`src/rtl/uart_pkg.sv`:
```
// Shared UART definitions: baud divider derivation, framing constants and the
// byte-wise CRC8 step used by both the packet transmitter and receiver.
package uart_pkg;
   localparam logic [7:0] HEAD_BYTE_DEF = 8'h55;
   localparam logic [7:0] CRC8_POLY     = 8'h07;

   typedef enum logic [1:0] {IDLE, START, DATA, STOP} bit_state_t;
   typedef enum logic [1:0] {PKT_IDLE, PKT_ARM, PKT_SEND, PKT_DONE} pkt_state_t;

   function automatic int bps_cnt_calc(input int clk_freq, input int uart_bps);
      return clk_freq / uart_bps;
   endfunction

   // MSB-first, init/xorout handled by the caller (init 0, no final XOR).
   function automatic logic [7:0] crc8_byte(input logic [7:0] crc, input logic [7:0] data);
      logic [7:0] c;
      c = crc ^ data;
      for (int i = 0; i < 8; i++) begin
         c = c[7] ? ((c << 1) ^ CRC8_POLY) : (c << 1);
      end
      return c;
   endfunction
endpackage

```
`src/rtl/uart_byte_tx.sv`:
```
// Single-byte 8N1 serializer. A load during IDLE, or in the last STOP cycle,
// starts the next byte with no idle gap between bytes.
module uart_byte_tx
   import uart_pkg::*;
#(
   parameter int BPS_CNT = 434
) (
   input  logic       clk,
   input  logic       rst,
   input  logic       load,
   input  logic [7:0] din,
   output logic       txd,
   output logic       busy,
   output logic       done
);
   localparam int CNT_W = (BPS_CNT > 1) ? $clog2(BPS_CNT) : 1;
   localparam logic [CNT_W-1:0] CNT_LAST = CNT_W'(BPS_CNT - 1);

   bit_state_t       state_reg, state_next;
   logic [CNT_W-1:0] cnt_reg, cnt_next;
   logic [2:0]       bit_reg, bit_next;
   logic [7:0]       shift_reg, shift_next;
   logic             txd_reg, txd_next;
   logic             cnt_last;

   assign cnt_last = (cnt_reg == CNT_LAST);
   assign busy     = (state_reg != IDLE);
   assign done     = (state_reg == STOP) && cnt_last;
   assign txd      = txd_reg;

   always_ff @(posedge clk or posedge rst) begin
      if (rst) begin
         state_reg <= IDLE;
         cnt_reg   <= '0;
         bit_reg   <= 3'd0;
         shift_reg <= 8'h00;
         txd_reg   <= 1'b1;
      end else begin
         state_reg <= state_next;
         cnt_reg   <= cnt_next;
         bit_reg   <= bit_next;
         shift_reg <= shift_next;
         txd_reg   <= txd_next;
      end
   end

   always_comb begin
      state_next = state_reg;
      cnt_next   = cnt_reg + CNT_W'(1);
      bit_next   = bit_reg;
      shift_next = shift_reg;
      txd_next   = txd_reg;
      case (state_reg)
         IDLE: begin
            cnt_next = '0;
            if (load) begin
               state_next = START;
               shift_next = din;
               txd_next   = 1'b0;
            end
         end
         START: begin
            if (cnt_last) begin
               state_next = DATA;
               cnt_next   = '0;
               bit_next   = 3'd0;
               txd_next   = shift_reg[0];
            end
         end
         DATA: begin
            if (cnt_last) begin
               cnt_next = '0;
               if (bit_reg == 3'd7) begin
                  state_next = STOP;
                  txd_next   = 1'b1;
               end else begin
                  // txd is registered, so present the following bit one shift ahead
                  bit_next   = bit_reg + 3'd1;
                  shift_next = shift_reg >> 1;
                  txd_next   = shift_reg[1];
               end
            end
         end
         STOP: begin
            if (cnt_last) begin
               cnt_next = '0;
               if (load) begin
                  state_next = START;
                  shift_next = din;
                  txd_next   = 1'b0;
               end else begin
                  state_next = IDLE;
                  txd_next   = 1'b1;
               end
            end
         end
         default: state_next = IDLE;
      endcase
   end
endmodule

```
`src/rtl/uart_mult_byte_tx.sv`:
```
// Multi-byte UART packet transmitter: frames HEAD, LEN, payload, CRC8 and
// streams the bytes back-to-back through the single-byte serializer.
module uart_mult_byte_tx
   import uart_pkg::*;
#(
   parameter int         CLK_FREQ  = 50000000,
   parameter int         UART_BPS  = 115200,
   parameter int         MAX_BYTES = 11,
   parameter logic [7:0] HEAD_BYTE = HEAD_BYTE_DEF
) (
   input  logic                   sys_clk,
   input  logic                   sys_rst,
   input  logic                   pack_start,
   input  logic [7:0]             pack_len,
   input  logic [MAX_BYTES*8-1:0] pack_data,
   output logic                   uart_txd,
   output logic                   tx_busy,
   output logic                   pack_done,
   output logic                   pack_err,
   output logic [7:0]             tx_byte_cnt
);
   localparam int         BPS_CNT = bps_cnt_calc(CLK_FREQ, UART_BPS);
   localparam logic [7:0] MAX_LEN = 8'(MAX_BYTES);
   localparam int         IDX_W   = (MAX_BYTES > 1) ? $clog2(MAX_BYTES) : 1;

   pkt_state_t             state_reg, state_next;
   logic [7:0]             len_reg, len_next;
   logic [MAX_BYTES*8-1:0] data_reg, data_next;
   logic [7:0]             crc_reg, crc_next;
   logic [7:0]             cnt_reg, cnt_next;
   logic                   err_reg, err_next;

   logic                   start_ok, more_bytes, is_payload;
   logic                   ser_load, ser_busy, ser_done;
   logic [7:0]             sel_idx, byte_sel;
   logic [IDX_W-1:0]       pay_idx;
   logic [7:0]             payload_bytes [2**IDX_W];

   genvar gi;
   generate
      for (gi = 0; gi < 2**IDX_W; gi++) begin : g_pay
         if (gi < MAX_BYTES) begin : g_real
            assign payload_bytes[gi] = data_reg[8*gi +: 8];
         end else begin : g_pad
            assign payload_bytes[gi] = 8'h00;
         end
      end
   endgenerate

   // The byte being selected is the one about to be loaded: HEAD while arming,
   // otherwise the byte after the one currently on the wire.
   assign start_ok   = (pack_len != 8'd0) && (pack_len <= MAX_LEN);
   assign sel_idx    = (state_reg == PKT_ARM) ? 8'd0 : cnt_reg + 8'd1;
   assign pay_idx    = IDX_W'(sel_idx - 8'd2);
   assign is_payload = (sel_idx >= 8'd2) && (sel_idx <= len_reg + 8'd1);
   assign more_bytes = (cnt_reg < len_reg + 8'd2);

   always_comb begin
      if (sel_idx == 8'd0)      byte_sel = HEAD_BYTE;
      else if (sel_idx == 8'd1) byte_sel = len_reg;
      else if (is_payload)      byte_sel = payload_bytes[pay_idx];
      else                      byte_sel = crc_reg;
   end

   always_ff @(posedge sys_clk or posedge sys_rst) begin
      if (sys_rst) begin
         state_reg <= PKT_IDLE;
         len_reg   <= 8'd0;
         data_reg  <= '0;
         crc_reg   <= 8'h00;
         cnt_reg   <= 8'd0;
         err_reg   <= 1'b0;
      end else begin
         state_reg <= state_next;
         len_reg   <= len_next;
         data_reg  <= data_next;
         crc_reg   <= crc_next;
         cnt_reg   <= cnt_next;
         err_reg   <= err_next;
      end
   end

   always_comb begin
      state_next = state_reg;
      len_next   = len_reg;
      data_next  = data_reg;
      crc_next   = crc_reg;
      cnt_next   = cnt_reg;
      err_next   = 1'b0;
      ser_load   = 1'b0;
      case (state_reg)
         PKT_IDLE: begin
            if (pack_start) begin
               if (start_ok) begin
                  state_next = PKT_ARM;
                  len_next   = pack_len;
                  data_next  = pack_data;
                  crc_next   = 8'h00;
                  cnt_next   = 8'd0;
               end else begin
                  err_next = 1'b1;
               end
            end
         end
         PKT_ARM: begin
            if (!ser_busy) begin
               ser_load   = 1'b1;
               state_next = PKT_SEND;
            end
         end
         PKT_SEND: begin
            if (ser_done) begin
               if (more_bytes) begin
                  ser_load = 1'b1;
                  cnt_next = cnt_reg + 8'd1;
                  if (is_payload) crc_next = crc8_byte(crc_reg, byte_sel);
               end else begin
                  state_next = PKT_DONE;
                  cnt_next   = 8'd0;
               end
            end
         end
         PKT_DONE: state_next = PKT_IDLE;
         default:  state_next = PKT_IDLE;
      endcase
   end

   assign tx_busy     = (state_reg == PKT_SEND);
   assign pack_done   = (state_reg == PKT_DONE);
   assign pack_err    = err_reg;
   assign tx_byte_cnt = cnt_reg;

   uart_byte_tx #(
      .BPS_CNT(BPS_CNT)
   ) u_byte_tx (
      .clk (sys_clk),
      .rst (sys_rst),
      .load(ser_load),
      .din (byte_sel),
      .txd (uart_txd),
      .busy(ser_busy),
      .done(ser_done)
   );
endmodule

```
`config.mk`:
```
export PLATFORM = sky130hd
export DESIGN_NAME = uart_mult_byte_tx
export DESIGN_NICKNAME = d
export VERILOG_FILES = /design/src/rtl/uart_pkg.sv /design/src/rtl/uart_byte_tx.sv /design/src/rtl/uart_mult_byte_tx.sv
export SDC_FILE = /design/constraint.sdc
export NUM_CORES = 1
export LEC_CHECK = 0
export CAP_MARGIN = 20
export CORE_AREA = 2 2 125 127
export DETAILED_ROUTE_END_ITERATION = 6
export DIE_AREA = 0 0 127 129
export PLACE_DENSITY = 0.91
export SYNTH_ARGS = -nofsm -noshare
export SYNTH_HDL_FRONTEND = slang
export SYNTH_SLANG_ARGS = --single-unit
export TNS_END_PERCENT = 10
```
`constraint.sdc`:
```
create_clock -name sys_clk -period 6.2 [get_ports sys_clk]
set_input_delay 1.24 -clock sys_clk [delete_from_list [all_inputs] [get_ports sys_clk]]
set_output_delay 1.24 -clock sys_clk [all_outputs]
set_load 0.01 [all_outputs]
```
Word level (Yosys, flattened, before mapping)

Cells that the tools add are included.

Register bits: 138
Logic and storage cells: 136

Add/sub/neg operators: 6
Order comparisons: 5
Equality and inequality tests: 22
Multiplexer cells: 62
Bitwise operators: 10
Reduce and logical (&&, ||, !) cells: 20

Operators with widths:

| kind                                                   | count |
|---|---|
| two-way mux 8 bit                                      | 17 |
| two-way mux 3 bit                                      | 11 |
| binary-select mux 8 bit (select 4 bit)                 | 1 |
| one-hot mux 8 bit (2 select lines)                     | 2 |
| inverter 3 bit                                         | 8 |
| one-hot mux 8 bit (3 select lines)                     | 1 |
| two-way mux 2 bit                                      | 10 |
| one-hot mux 9 bit (2 select lines)                     | 1 |
| adder 8 x 1 -> 8 bit (second input constant)           | 2 |
| one-hot mux 2 bit (4 select lines)                     | 2 |
| AND reduction 4 bit                                    | 4 |
| inequality test 2 x 1 -> 1 bit (second input constant) | 7 |
| two-way mux 1 bit                                      | 13 |
| inequality test 2 bit (second input constant)          | 6 |
| AND reduction 5 bit                                    | 2 |
| adder 9 x 1 -> 9 bit (second input constant)           | 1 |
| == test 9 bit (second input constant)                  | 1 |
| two-way mux 9 bit                                      | 1 |
| adder 8 x 2 -> 8 bit (second input constant)           | 1 |
| == test 2 bit (second input constant)                  | 4 |
| == test 8 x 1 -> 1 bit (second input constant)         | 1 |
| >= comparator 8 x 2 -> 1 bit (second input constant)   | 1 |
| <= comparator 8 x 4 -> 1 bit (second input constant)   | 1 |
| <= comparator 8 bit                                    | 1 |
| other kinds (20)                                       | 26 |

Longest topological paths before layout

Gate-level depths: netlist (run 1).

Depth after elaboration: 31
Depth in mapped cells: 20
Mapped depth without buffers: 17

Cells and area by module

From an unflattened synthesis (run 1), not the netlist that was laid out.

Cell total of the unflattened synthesis: 712
Area total of the unflattened synthesis: 7,991.4 µm²

Modules (own cells, without submodules):

| module            | instances | cells an instance | area each (µm²) |
|---|---|---|---|
| uart_mult_byte_tx | 1         | 589               | 6,638.9 |
| uart_byte_tx      | 1         | 123               | 1,352.5 |

Worst setup path after synthesis (run 1)

No wires, ideal clock.

Path kind: flip-flop to flip-flop
Start: register cnt_reg[0], in the netlist tx_byte_cnt[0]
End: register crc_reg[1]
Library setup time: 129 ps
Arrival: 3,973 ps
Path slack: 2,099 ps
Stages on the path, launching flop included: 21
Path buffers: 5
Clock period less this slack: 4,101 ps
Cells stage by stage: dfrtp_1 > buf_4 > buf_4 > buf_2 > buf_2 > nand2_1 > or3_1 > a21oi_1 > ha_1 > nand2_1 > nor2_1 > and3_1 > or2_2 > clkbuf_1 > a21boi_2 > nor4_1 > o31ai_1 > o211ai_2 > xnor2_2 > xnor2_1 > o21ai_1

Word-level cells in the longest chain between the ends: 20
Elaborated cells on any way between the ends: 31
Those cells by class: add/sub: 2; order compare: 3; eq/ne: 3; mux: 15; bitwise: 5; reduce/logical: 3

Ends and longest elaborated chain:

| what                                                                 | RTL line                 | RTL |
|---|---|---|
| start: declaration                                                   | uart_mult_byte_tx.sv:30  | `logic [7:0] cnt_reg, cnt_next;` |
| start signal: assignment                                             | uart_mult_byte_tx.sv:78  | `cnt_reg <= cnt_next;` |
| adder 8 x 1 -> 8 bit                                                 | uart_mult_byte_tx.sv:53  | `assign sel_idx = (state_reg == PKT_ARM) ? 8'd0 : cnt_reg + 8'd1;` |
| two-way mux 8 bit                                                    | uart_mult_byte_tx.sv:53  |  |
| subtractor 4 x 2 -> 4 bit                                            | uart_mult_byte_tx.sv:54  | `assign pay_idx = IDX_W'(sel_idx - 8'd2);` |
| inverter 4 -> 5 bit (implied by the code)                            | uart_mult_byte_tx.sv:61  | `else if (is_payload) byte_sel = payload_bytes[pay_idx];` |
| binary-select mux 8 bit (select 4 bit)                               | uart_mult_byte_tx.sv:61  |  |
| two-way mux 8 bit (implied by the code) (2 in a row)                 | uart_mult_byte_tx.sv:61  |  |
| two-way mux 8 bit                                                    | uart_mult_byte_tx.sv:61  |  |
| two-way mux 8 bit                                                    | uart_mult_byte_tx.sv:60  | `else if (sel_idx == 8'd1) byte_sel = len_reg;` |
| [... 3 more ...]                                                     | --                       |  |
| two-way mux 3 bit                                                    | uart_pkg.sv:19           | `c = c[7] ? ((c << 1) ^ CRC8_POLY) : (c << 1);` |
| two-way mux 3 bit or inverter 3 bit (tied branches)                  | --                       |  |
| inverter 3 bit (no source line) or two-way mux 3 bit (tied branches) | --                       |  |
| two-way mux 3 bit                                                    | uart_pkg.sv:19           |  |
| two-way mux 8 bit                                                    | uart_mult_byte_tx.sv:116 | `if (is_payload) crc_next = crc8_byte(crc_reg, byte_sel);` |
| two-way mux 8 bit                                                    | uart_mult_byte_tx.sv:113 | `if (more_bytes) begin` |
| two-way mux 8 bit                                                    | uart_mult_byte_tx.sv:112 | `if (ser_done) begin` |
| one-hot mux 8 bit (2 select lines)                                   | uart_mult_byte_tx.sv:91  | `case (state_reg)` |
| end signal: assignment                                               | uart_mult_byte_tx.sv:77  | `crc_reg <= crc_next;` |
| end: declaration                                                     | uart_mult_byte_tx.sv:29  | `logic [7:0] crc_reg, crc_next;` |

Parallel ways exist; a longest one is shown, timed or not. The select of a mux whose other input is x is not followed.
A chain may end at the register's enable or synchronous reset.

Worst setup path in the final report (run 1)

Start: register state_reg[1]
End: register crc_reg[1]

Word-level cells in the longest chain between the ends: 20
Elaborated cells on any way between the ends: 36
Those cells by class: add/sub: 1; order compare: 2; eq/ne: 8; mux: 15; bitwise: 5; reduce/logical: 5

Ends and longest elaborated chain:

| what                                                                 | RTL line                 | RTL |
|---|---|---|
| start: declaration                                                   | uart_mult_byte_tx.sv:26  | `pkt_state_t state_reg, state_next;` |
| start signal: assignment                                             | uart_mult_byte_tx.sv:74  | `state_reg <= state_next;` |
| == test 2 x 1 -> 1 bit                                               | uart_mult_byte_tx.sv:53  |  |
| two-way mux 8 bit                                                    | uart_mult_byte_tx.sv:53  |  |
| subtractor 4 x 2 -> 4 bit                                            | uart_mult_byte_tx.sv:54  |  |
| inverter 4 -> 5 bit (implied by the code)                            | uart_mult_byte_tx.sv:61  |  |
| binary-select mux 8 bit (select 4 bit)                               | uart_mult_byte_tx.sv:61  |  |
| two-way mux 8 bit (implied by the code) (2 in a row)                 | uart_mult_byte_tx.sv:61  |  |
| two-way mux 8 bit                                                    | uart_mult_byte_tx.sv:61  |  |
| two-way mux 8 bit                                                    | uart_mult_byte_tx.sv:60  |  |
| [... 3 more ...]                                                     | --                       |  |
| two-way mux 3 bit                                                    | uart_pkg.sv:19           |  |
| two-way mux 3 bit or inverter 3 bit (tied branches)                  | --                       |  |
| inverter 3 bit (no source line) or two-way mux 3 bit (tied branches) | --                       |  |
| two-way mux 3 bit                                                    | uart_pkg.sv:19           |  |
| two-way mux 8 bit                                                    | uart_mult_byte_tx.sv:116 |  |
| two-way mux 8 bit                                                    | uart_mult_byte_tx.sv:113 |  |
| two-way mux 8 bit                                                    | uart_mult_byte_tx.sv:112 |  |
| one-hot mux 8 bit (2 select lines)                                   | uart_mult_byte_tx.sv:91  |  |

Parallel ways exist; a longest one is shown, timed or not. The select of a mux whose other input is x is not followed.

==> impl_metrics.ini, run 1 <==
[synth]
synth_flop_cell = dfrtp_1
yosys.area.top_type = dfrtp_1
async_flop_share_pct = 100
yosysSeqAreaShare_pct = 41.9
syn_inst = 788
mappedNetlistNets = 920
yosysUniqueCellTypes = 86
yosys_warnings = 0
synthTopCellsByArea = dfrtp_1 42%, mux2_2 15%, ha_1 5.0%
syn-mean-instance-area_um2 = 10.5
synth_enable_flop_cells = 0
ys_ff_latch = 138
yosysTopAreaCellShare_pct = 41.6
syn_area_um2 = 8240

[clock_network]
cts_buffer_depth = 2
cts_root_buf = clkbuf_16
cts_buffers = 17
post_cts_buffers = 0
postCtsHoldBufs = 0
clk_pin_slew_worst_paths_ns = 0.06
clk_latency_ns = 0.44
cts_tree = built
cts_resized = 0
clkSinkCount = 138
htreeDepth = 4

[global_routing]
grtUsageTotal_pct = 27.1
grt_max_degree = 113
grt_pass1_wl_um = 34800
grt_pass1_vias = 6666
grt_overflow_total = 0
antenna_found_initial = 0

[worst_setup_path]
path_class = reg -> reg
worstSetupStartpointType = register
reg2reg_to = crc_reg[1]
path_max_fanout = 27
worstRegToRegCells = 17
worstPathArrival_ns = 4.85
r2r_start = state_reg[1]
r2r_slack_ns = 1.65
worstPathRequired_ns = 6.50
end_kind = register

[floorplan]
start_util_pct = 55.0
die_area_um2 = 16400
ios = 111
row_count = 45
chipHeight_um = 129
coreArea_um2 = 15000
die_w_um = 127

[timing]
maxSlewViolCount = 0
fmax_mhz = 220
period_share_pct = 73.3
post-route-min-period_ns = 4.55
rsz0062_at_grt = no
fin_tns_setup_ns = 0
finalSetupViolations = 0
slew_headroom_pct = 28.3
tightestPinTransition_ns = 1.07
finClkSkew_ns = 0.0102
fin_ws_ns = 1.65
hold_viol = 0

[placement]
gp_congestion = 0.914
place_ws_ns = 1.74
portBuffers = 110
dp_hpwl_um = 14500

[route]
antenna_left = 0
post_drt_via_cell_ratio = 6.12
drc_errors = 0
wire_per_inst_um = 19.3
drt_pass1_iterations = 5
routed_wirelength_um = 20900
drt_iter0_markers = 772
vias = 6625

[run_status]
status = complete, no violations

[worst_hold_path]
hold_start = data_reg[63]
holdPathEnd = data_reg[63]
hold-path-cell-count = 1
worstHoldPathType = reg -> reg

[pwr]
ir_worst_vdd_v = 0.000195
p_total_mw = 2.02
p_leak_nw = 4.64
cellPowerDensity_nw_per_um2 = 201

[cells_and_area]
synthToLayoutAreaGrowth_pct = 22.0
final_net_count = 1014
largest_register_ffs = 88
drive_above_1_share_pct = 20.6
insertedDiodeCount = 0

[run]
max_cap_viol_count = 0
synthesized netlist by cell type, drive strengths merged (6+ instances only):
cell / instances
nand3: 14
nand2: 64
and3: 6
or2: 6
nand2b: 7
dfrtp: 137
nor3: 13
o31ai: 6
a31oi: 10
o22ai: 14
a21o: 8
a21oi: 36
inv: 29
o211ai: 11
xor2: 18
buf: 19
mux2: 108
ha: 33
clkbuf: 25
o21ai: 54
nor2: 52
xnor2: 23
nand4: 6
mux2i: 24
power breakdown:
| part | switching, mW | total [mW] | internal (mW) |
|---|---|---|---|
| sequential | 0 | 0.901 | 0.901 |
| combinational | 0.0293 | 0.0859 | 0.0566 |
| clock | 0.433 | 1.03 | 0.596 |
| total | 0.462 | 2.02 | 1.55 |
per-layer routing:
| metal | share of wire, % | vias to the layer above | track usage [%] |
|---|---|---|---|
| met5 | 0 | - | 0 |
| met4 | 2.5 | 0 | 10.3 |
| met3 | 7.8 | 45 | 7.11 |
| met2 | 48 | 315 | 44.6 |
| met1 | 41 | 3230 | 34.8 |
| li1 | - | 3035 | - |
cell usage in the layout, fill, tap and decap left out, types with 3 or more instances in the layout:
cell type        Yosys  routed
dfrtp_1            137     137
clkdlybuf4s50_1      0     110
mux2_2             107     107
nand2_1             62      62
nor2_1              51      51
o21ai_0             46      46
a21oi_1             36      36
ha_1                33      33
inv_1               29      28
mux2i_1             23      23
xnor2_1             20      20
xor2_1              17      17
clkbuf_16            0      17
o22ai_1             14      14
nand3_1             13      13
nor3_1              12      12
o211ai_1             9       9
a31oi_1              9       9
a21o_1               8       8
buf_4                4       8
nand2b_1             7       7
o21ai_1              7       7
nand4_1              6       6
inv_6                0       6
or2_2                5       5
o31ai_1              5       5
nor2b_1              4       4
and3_1               5       4
and2_1               3       3
o221ai_1             3       3
a22o_1               3       3
a221oi_1             3       3
clkbuf_8             0       3
clkinvlp_4           0       3
layout make-up:
| class | instances | area (µm²) |
|---|---|---|
| Clock buffer | 20 | 467 |
| Clock inverter | 12 | 128 |
| Tap cell | 188 | 235 |
| Multi-Input combinational cell | 577 | 4460 |
| Timing Repair Buffer | 119 | 1190 |
| Inverter | 29 | 114 |
| Fill cell | 1073 | 4930 |
| Sequential cell | 138 | 3450 |
logic make-up (layout without fill, tap and decap cells):
logic type	after synthesis	in the layout	synth area share (%)
mux	132	132	17.9
fa+ha+maj	33	33	5.01
xor+xnor	41	41	5.00
flops	138	138	41.9
compound gates	181	181	15.0
buf+inv	73	180	4.00
simple gates	190	190	11.2
metrics by stage:
stage / cells / hold WS (ns) / area, µm² / utilization (%)
detailed placement: 1050 / 0.494 / 9420 / 62.9
finish: 1083 / 0.504 / 10000 / 67.1
floorplan: 788 / 0.472 / 8240 / -
CTS: 1082 / 0.508 / 10000 / 66.9
global placement: 1050 / 0.473 / 9420 / 62.9
global route: 1083 / 0.518 / 10000 / 67.1
worst max-delay path by stage:
stage,start,endpoint,slack (ns)
6_report,state_reg[1],crc_reg[1],1.65
5_1_grt,state_reg[1],crc_reg[1],1.31
4_1_cts,state_reg[1],crc_reg[1],1.71
3_5_place_dp,state_reg[1],crc_reg[1],1.74
3_3_place_gp,state_reg[1],crc_reg[1],1.96
2_1_floorplan,sys_rst,crc_reg[0],1.27
critical path: stages (launching register included):
cell      delay, ns
dfrtp_1        0.41
inv_1          0.09
ha_1           0.15
buf_4          0.29
nand2b_1       0.54
inv_1          0.21
ha_1           0.33
and3_1         0.18
a221o_1        0.30
a21oi_1        0.17
nor2_1         0.15
o21ai_0        0.47
nor2_1         0.14
o31ai_1        0.30
o211ai_2       0.18
xnor2_2        0.28
xnor2_1        0.15
o21ai_1        0.08
(Power assumes the default switching activity.)
==> inputs of run 2 (changes only) <==
==> constraint.sdc (replaced) <==
create_clock -name sys_clk -period 4.35 [get_ports sys_clk]
set_input_delay 0.87 -clock sys_clk [delete_from_list [all_inputs] [get_ports sys_clk]]
set_output_delay 0.87 -clock sys_clk [all_outputs]
set_load 0.01 [all_outputs]
==> impl_metrics.ini, run 2 (synthesis gave the netlist of run 1 again) <==
[clock_network]
cts_root_buf = clkbuf_16
clkSinkCount = 138
cts_buffer_depth = 2
htreeDepth = 4
clk_latency_ns = 0.43
cts_buffers = 17
cts_tree = built
postCtsHoldBufs = 0
clk_pin_slew_worst_paths_ns = 0.07

[worst_setup_path]
timing.critical_path.mode_cell = inv_1
r2r_start = state_reg[1]
worstRegToRegCells = 17
worstSetupStartpointType = register
worstPathArrival_ns = 4.36
critPathMaxStageDelay_ns = 0.41
crit_slowest_cell = dfrtp_1
path_cells = inv_1 -> ha_1 -> buf_4 -> nor2_1 -> inv_1 -> ha_1 -> inv_1 -> a221o_1 -> a21oi_1 -> or2_2 -> o32ai_4 -> o221a_2 -> a211oi_2 -> o211ai_2 -> xnor2_2 -> xnor2_1 -> o21ai_1
worstPathRequired_ns = 4.65
path_max_fanout = 18
path_class = reg -> reg
critPathLaunch = state_reg[1]
end_kind = register
reg2reg_to = crc_reg[1]
r2r_slack_ns = 0.30

[timing]
maxSlewViolCount = 0
period_share_pct = 93.1
slew_headroom_pct = 41.2
finalSetupViolations = 0
post-route-min-period_ns = 4.05
finClkSkew_ns = 0.0135
fin_ws_ns = 0.298
tightestPinTransition_ns = 0.874
rsz0062_at_grt = no
hold_viol = 0
fin_tns_setup_ns = 0
fmax_mhz = 247

[run_status]
status = complete, no violations

[route]
routed_wirelength_um = 21300
antenna_left = 0
post_drt_via_cell_ratio = 6.12
drt_iter0_markers = 597
drt_pass1_iterations = 6
wire_per_inst_um = 19.5
vias = 6688
drc_errors = 0

[cells_and_area]
insertedDiodeCount = 0
n_fill_cell = 1071
final_net_count = 1023
drive_above_1_share_pct = 21.7
mostFrequentLayoutCells = 135 x dfrtp_1, 110 x clkdlybuf4s50_1, 107 x mux2_2
synthToLayoutAreaGrowth_pct = 22.9
final_common_cell = dfrtp_1
largest_register_ffs = 88

[pwr]
ir_worst_vdd_v = 0.000389
p_leak_nw = 4.69
cellPowerDensity_nw_per_um2 = 282

[placement]
portBuffers = 110
gp_congestion = 0.983
dp_hpwl_um = 14500
place_ws_ns = 0.325

[global_routing]
grt_pass1_vias = 6800
grt_max_degree = 139
antenna_found_initial = 0
grt_pass1_wl_um = 34800
grtUsageTotal_pct = 27.1
grt_overflow_total = 0

[floorplan]
coreArea_um2 = 15000
die_w_um = 127
chipHeight_um = 129
start_util_pct = 55.0
row_count = 45
ios = 111
die_area_um2 = 16400

[worst_hold_path]
worstHoldPathType = reg -> reg
hold-path-cell-count = 2
holdPathEnd = u_byte_tx.txd
hold_start = u_byte_tx.txd

[run]
max_cap_viol_count = 0
==> run 2: cell count changes in the layout (fill, tap and decap cells not counted), moves of 2 or more <==
cell,change
buf_12,+2
buf_4,+8
clkbuf_8,-3
clkinv_2,+3
clkinvlp_4,-2
dfrtp_1,-2
dfrtp_2,+2
inv_6,-2
inv_8,+2
==> run 2: worst max-delay path by stage <==
stage | to | slack, ns | cells past startpoint
finish | crc_reg[1] | 0.30 | 17
global route | crc_reg[2] | 0.02 | 17
CTS | crc_reg[3] | 0.30 | 16
detailed placement | crc_reg[6] | 0.33 | 16
global placement | crc_reg[3] | 0.43 | 15
floorplan | crc_reg[1] | 0.25 | 20
==> run 2: stage by stage <==
step	hold slack, ns	power (mW)	instance area (µm²)	util (%)	std cells
CTS	0.487	2.87	10100	67.5	1092
global route	0.511	2.94	10100	67.6	1092
detailed placement	0.473	1.43	9520	63.6	1060
floorplan	0.472	1.33	8240	-	788
global placement	0.481	1.43	9520	63.6	1060
finish	0.489	2.86	10100	67.6	1092
==> run 2: routing by layer <==
layer	track usage, %	vias to the layer above	part of all wire [%]
li1	-	3049	-
met1	34.1	3233	41
met2	45.4	343	48
met3	6.61	63	8.0
met4	10.7	0	3.1
met5	0	-	0
==> run 2: what timing repair did <==
item,4_1_cts,5_1_grt
setup endpoints to repair,0,4
gates resized for setup,0,4
buffers inserted,0,0
==> run 2: worst max-delay path: cells and delay by family, from the launching register on <==
| kind | cells | cell delay (ns) |
|---|---|---|
| compound gates | 7 | 1.45 |
| xor+xnor | 2 | 0.41 |
| fa+ha+maj | 2 | 0.56 |
| buf+inv | 4 | 0.68 |
| flops | 1 | 0.41 |
| simple gates | 2 | 0.40 |
==> run 2: report_power, final <==
group / total (mW) / internal [mW] / switching, mW
combinational: 0.121 / 0.0793 / 0.0412
sequential: 1.28 / 1.28 / 0
clock: 1.46 / 0.812 / 0.643
==> run 2: layout make-up <==
cell class | count | area, µm² | area share, %
inverters | 29 | 113 | 1.11
flip-flops and latches | 138 | 3460 | 34.2
clock inverters | 15 | 159 | 1.57
well taps | 188 | 235 | 2.32
multi-input cells | 577 | 4470 | 44.2
repair buffers | 128 | 1260 | 12.5
clock buffers | 17 | 425 | 4.20
==> inputs of run 3 (changes only) <==
--- a/config.mk
+++ b/config.mk
@@ -10,6 +10,7 @@
 export DETAILED_ROUTE_END_ITERATION = 6
 export DIE_AREA = 0 0 127 129
 export PLACE_DENSITY = 0.91
+export SKIP_CTS_REPAIR_TIMING = 1
 export SYNTH_ARGS = -nofsm -noshare
 export SYNTH_HDL_FRONTEND = slang
 export SYNTH_SLANG_ARGS = --single-unit
==> constraint.sdc (replaced) <==
create_clock -name sys_clk -period 4.35 [get_ports sys_clk]
set_input_delay 0.87 -clock sys_clk [delete_from_list [all_inputs] [get_ports sys_clk]]
set_output_delay 0.87 -clock sys_clk [all_outputs]
set_load 0.005 [all_outputs]
==> results of run 3 <==
Same layout as run 2: the final DEF is identical, and so are final timing and power.
